`config.mk`:
```
export PLATFORM = sky130hd
export DESIGN_NAME = matrix_frame_capture
export DESIGN_NICKNAME = d
export VERILOG_FILES = /design/src/rtl/matrix_frame_capture.sv
export SDC_FILE = /design/constraint.sdc
export NUM_CORES = 1
export LEC_CHECK = 0
export CAP_MARGIN = 20
export CORE_MARGIN = 2
export CORE_UTILIZATION = 40
export CTS_CLUSTER_DIAMETER = 150
export CTS_CLUSTER_SIZE = 10
export DETAILED_ROUTE_END_ITERATION = 7
export PLACE_DENSITY_LB_ADDON = 0.05
export SLEW_MARGIN = 25
export SYNTH_ARGS = -nofsm -noshare
export SYNTH_HDL_FRONTEND = slang
export SYNTH_SLANG_ARGS = --single-unit
export TNS_END_PERCENT = 1
```
`constraint.sdc`:
```
create_clock -name I_sys_clk -period 2.7 [get_ports I_sys_clk]
set_clock_uncertainty 0.15 [all_clocks]
set_input_delay 0.54 -clock I_sys_clk [delete_from_list [all_inputs] [get_ports I_sys_clk]]
set_output_delay 0.54 -clock I_sys_clk [all_outputs]
set_load 0.05 [all_outputs]
```
`src/rtl/matrix_frame_capture.sv`:
```
// Snapshot holding register for the inverse core: captures N_ELEM operand words on a timed
// or strobed event and presents them with valid/ready, a hold timeout and overrun tracking.
//
// state | meaning
// ARM   | waiting for a capture event, output zeroed
// HOLD  | snapshot presented, waiting for acceptance or timeout
module matrix_frame_capture #(
    parameter int DATA_W      = 16,
    parameter int N_ELEM      = 4,
    parameter int PERIOD      = 1026,
    parameter int CAPTURE_AT  = 11,
    parameter int HOLD_CYCLES = 989,
    parameter int FCNT_W      = 8
) (
    input  logic                     I_sys_clk,
    input  logic                     I_sys_rstn,
    input  logic                     I_mode,
    input  logic                     I_strobe,
    input  logic [N_ELEM*DATA_W-1:0] I_data,
    input  logic                     I_ready,
    input  logic                     I_clr_overrun,
    output logic [N_ELEM*DATA_W-1:0] O_data_keep,
    output logic                     O_valid,
    output logic                     O_drop,
    output logic                     O_overrun,
    output logic [FCNT_W-1:0]        O_frame_cnt
);

    localparam int CNT_W  = (PERIOD > 1) ? $clog2(PERIOD) : 1;
    localparam int HOLD_W = (HOLD_CYCLES > 1) ? $clog2(HOLD_CYCLES) : 1;

    localparam logic [CNT_W-1:0]  CNT_MAX  = CNT_W'(PERIOD - 1);
    localparam logic [CNT_W-1:0]  CNT_CAP  = CNT_W'(CAPTURE_AT);
    localparam logic [HOLD_W-1:0] HOLD_MAX = HOLD_W'(HOLD_CYCLES - 1);

    typedef enum logic {ARM, HOLD} state_t;

    state_t             state;
    logic [CNT_W-1:0]   period_cnt;
    logic [HOLD_W-1:0]  hold_cnt;
    logic               mode_q;
    logic               cnt_hit;
    logic               ev_arm;
    logic               ev_hold;
    logic               overrun_set;

    assign cnt_hit = (period_cnt == CNT_CAP);
    // In HOLD the trigger source stays the one that was selected when the frame was armed
    assign ev_arm  = I_mode ? I_strobe : cnt_hit;
    assign ev_hold = mode_q ? I_strobe : cnt_hit;
    assign overrun_set = (state == HOLD) && !I_ready && ev_hold;

    always_ff @(posedge I_sys_clk or negedge I_sys_rstn) begin
        if (!I_sys_rstn) begin
            state       <= ARM;
            period_cnt  <= '0;
            hold_cnt    <= '0;
            mode_q      <= 1'b0;
            O_data_keep <= '0;
            O_valid     <= 1'b0;
            O_drop      <= 1'b0;
            O_overrun   <= 1'b0;
            O_frame_cnt <= '0;
        end else begin
            period_cnt <= (period_cnt == CNT_MAX) ? '0 : period_cnt + 1'b1;
            O_drop     <= 1'b0;

            if (overrun_set)
                O_overrun <= 1'b1;
            else if (I_clr_overrun)
                O_overrun <= 1'b0;

            case (state)
                ARM: begin
                    mode_q <= I_mode;
                    if (ev_arm) begin
                        O_data_keep <= I_data;
                        O_valid     <= 1'b1;
                        O_frame_cnt <= O_frame_cnt + 1'b1;
                        hold_cnt    <= '0;
                        state       <= HOLD;
                    end
                end
                HOLD: begin
                    if (I_ready) begin
                        if (ev_hold) begin
                            O_data_keep <= I_data;
                            O_frame_cnt <= O_frame_cnt + 1'b1;
                            hold_cnt    <= '0;
                        end else begin
                            O_data_keep <= '0;
                            O_valid     <= 1'b0;
                            state       <= ARM;
                        end
                    end else if (hold_cnt == HOLD_MAX) begin
                        O_data_keep <= '0;
                        O_valid     <= 1'b0;
                        O_drop      <= 1'b1;
                        state       <= ARM;
                    end else begin
                        hold_cnt <= hold_cnt + 1'b1;
                    end
                end
                default: state <= ARM;
            endcase
        end
    end

endmodule

```
==> impl_metrics.py <==
metrics = {
    "floorplanning": {
        "coreArea_um2": 9730,
        "dieArea_um2": 10800,
        "die_h_um": 104,
        "rows": 36,
        "fp.dieW_um": 104,
        "initial_core_util_pct": 41.0,
        "io_pins": 145,
    },
    "worst_setup_path": {
        "crit_arrival_ns": 2.59,
        "cp-end-kind": "flop",
        "crit_required_ns": 2.84,
        "cp-start-kind": "flop",
        "timing_worst_setup_path_type": "reg -> reg",
        "crit_fanout": 39,
        "r2r_slack_ns": 0.25,
    },
    "routing": {
        "antenna_left": 0,
        "wl_met1_mm": 4.45,
        "routed-wl-met3_um": 708,
        "drt_iter0_markers": 110,
        "highest_layer": "met4",
        "first_pass_iters": 4,
        "wl_met2_mm": 4.37,
        "via_per_inst": 5.09,
        "drt-total-wl_mm": 9.61,
        "drc": 0,
        "drt-wirelength-per-cell_um": 16.1,
        "num_vias": 3036,
    },
    "sta": {
        "setup_viol": 0,
        "relSlewSlack_pct": 55.6,
        "final.period_utilization_pct": 90.6,
        "worst_slack_ns": 0.255,
        "worst_pin_slew_ns": 0.660,
        "tns_ns": 0,
        "hold_slack_ns": 0.0381,
        "maxSlewViolCount": 0,
        "fmaxAchievable_mhz": 409,
        "rsz0062_at_grt": "no",
        "hold_violations": 0,
        "fin_crit_ns": 2.45,
    },
    "yosys": {
        "synth_seq_area_share_pct": 61.4,
        "synth.avg_cell_area_um2": 13.2,
        "synth_common_cells": "dfrtp_1, a22o_1, nand3_1, nand2_1, xor2_1",
        "synth_edf_count": 0,
        "synthFlopType": "dfrtp_1",
        "yosys_warnings": 0,
        "post-synth-top-count-cell": "dfrtp_1",
        "syn_inst": 303,
        "ys_async_sr_fraction_pct": 100,
        "synth_cell_types": 43,
        "synth_top_area_cell": "dfrtp_1",
        "syn_area_um2": 3990,
        "synth.area.top_cells": "dfrtp_1, a22o_1, xor2_1, xnor2_1, nand3_1",
        "syn_nets": 378,
        "synth_top_cell_area_share_pct": 61.4,
        "ys_seq_elements": 98,
    },
    "clock_tree": {
        "holdBufCountCts": 0,
        "cts_tree": "done",
        "root_buffer": "clkbuf_8",
        "clk_path_buf_depth": 2,
        "numCtsBuffers": 9,
        "cts_resized": 0,
        "cts_post_setup_buffers_inserted": 0,
        "htree_levels": 3,
        "insertion_delay_ns": 0.36,
        "clkSlewWorstSetupHoldPaths_ns": 0.10,
        "clock-sinks": 98,
    },
    "flow_run": {
        "max-cap-violations": 0,
    },
    "cells_and_area": {
        "fin_nets": 533,
        "drive_gt1_share_pct": 8.64,
        "fillers": 827,
        "design_area_um2": 5860,
        "final_cells": 596,
        "area_delta_synth_final_pct": 46.8,
        "antenna_cells": 0,
    },
    "global_route": {
        "grt_pass1_vias": 3116,
        "grt_pass1_wl_mm": 16.1,
        "grt_overflow": 0,
        "grt_max_degree": 65,
        "antenna_found_initial": 0,
        "grt.total_usage_pct": 18.6,
    },
    "power_and_ir_drop": {
        "leakage_nw": 2.53,
        "ir_worst_vdd_uv": 391,
        "p_per_area_nw_per_um2": 848,
    },
    "place": {
        "io_buffers": 144,
        "dp.cells": 580,
        "dp_hpwl_mm": 6.61,
        "dpl_cell_area_um2": 5660,
        "gp_congestion": 0.766,
        "dp_slack_ns": 0.0917,
    },
    "outcome": {
        "run_status": "finished, final reports clean",
    },
    "worst_hold_path": {
        "min_path_type": "in -> async",
    },
}
critical path: stages (launching register included):
cell      delay [ns]
dfrtp_1         0.44
or4_4           0.59
a2111o_1        0.60
nand2_4         0.18
buf_12          0.21
a22o_1          0.18
registers in the layout, indices dropped and copies added, names as in the netlist:
signal / count
O_data_keep: 64
O_drop: 1
O_frame_cnt: 8
O_overrun: 1
O_valid: 1
hold_cnt: 10
mode_q: 1
period_cnt: 11
state: 1
cell type report:
type                       instances  area (um2)  share of cell area (%)
clock buffer                      10         138                    2.35
inverter                           8        30.0                   0.512
clock inverter                     6        65.1                    1.11
sequential                        98        2450                    41.9
tap                              133         166                    2.84
multi-input combinational        182        1410                    24.0
timing repair buffer             159        1600                    27.3
worst paths after layout:
check	from	end	cells past startpoint
worst max-delay path	period_cnt[6]	O_data_keep[45]	5
worst min-delay path	I_sys_rstn	O_frame_cnt[3]	1
worst max register to register	period_cnt[6]	O_data_keep[45]	5
worst min register to register	hold_cnt[8]	hold_cnt[8]	1
max in group asynchronous	I_sys_rstn	O_data_keep[32]	2
min in group I_sys_clk	hold_cnt[8]	hold_cnt[8]	1
stage by stage:
stage | utilization [%] | total power, mW
3_5_place_dp | 58.1 | 4.03
4_1_cts | 60.2 | 5.02
6_report | 60.2 | 4.97
2_1_floorplan | - | 3.24
3_3_place_gp | 58.1 | 4.03
5_1_grt | 60.2 | 5.22
layer usage:
metal	track usage [%]	vias up
met4	5.02	0
met1	25.7	1492
met2	27.7	90
met5	0	-
met3	7.08	7
li1	-	1447
where the power goes:
| group | leakage, nW | internal, mW | switching [mW] | total, mW |
|---|---|---|---|---|
| sequential | 1.27 | 1.73 | 0.219 | 1.95 |
| combinational | 1.16 | 0.752 | 1.29 | 2.05 |
| clock | 0.103 | 0.456 | 0.515 | 0.971 |
| total | 2.53 | 2.94 | 2.03 | 4.97 |
cells by family after synthesis:
group                    Yosys count  synth area share [%]
AO/OA/AOI/OAI                     98                  20.9
buffers and inverters             23                  3.60
AND/OR/NAND/NOR                   59                  7.96
multiplexers                       2                 0.533
flip-flops                        98                  61.4
XOR/XNOR                          18                  3.95
adder cells (fa/ha/maj)            5                  1.57
cells in the final DEF, fill, tap and decap left out, types with 2 or more instances in the layout:
cell type | synthesis | final
a2111oi_4 | 2 | 2
a211oi_1 | 2 | 2
a21o_1 | 2 | 2
a21oi_1 | 5 | 5
a22o_1 | 64 | 64
a31oi_1 | 5 | 5
and3_1 | 4 | 4
buf_12 | 0 | 4
buf_4 | 6 | 12
clkbuf_8 | 0 | 10
clkdlybuf4s50_1 | 0 | 143
clkinv_2 | 0 | 2
dfrtp_1 | 98 | 98
ha_1 | 5 | 5
inv_1 | 8 | 8
nand2_1 | 11 | 11
nand3_1 | 13 | 13
nand3b_1 | 3 | 3
nand4_1 | 3 | 3
nor2_1 | 8 | 8
nor2b_1 | 3 | 3
nor3_1 | 3 | 3
nor4_1 | 4 | 4
o21a_1 | 2 | 2
o21ai_0 | 2 | 2
o22ai_1 | 4 | 4
o31ai_1 | 3 | 3
or3_1 | 2 | 2
xnor2_1 | 8 | 8
xor2_1 | 10 | 10
Power figures use the tool's default switching activity.
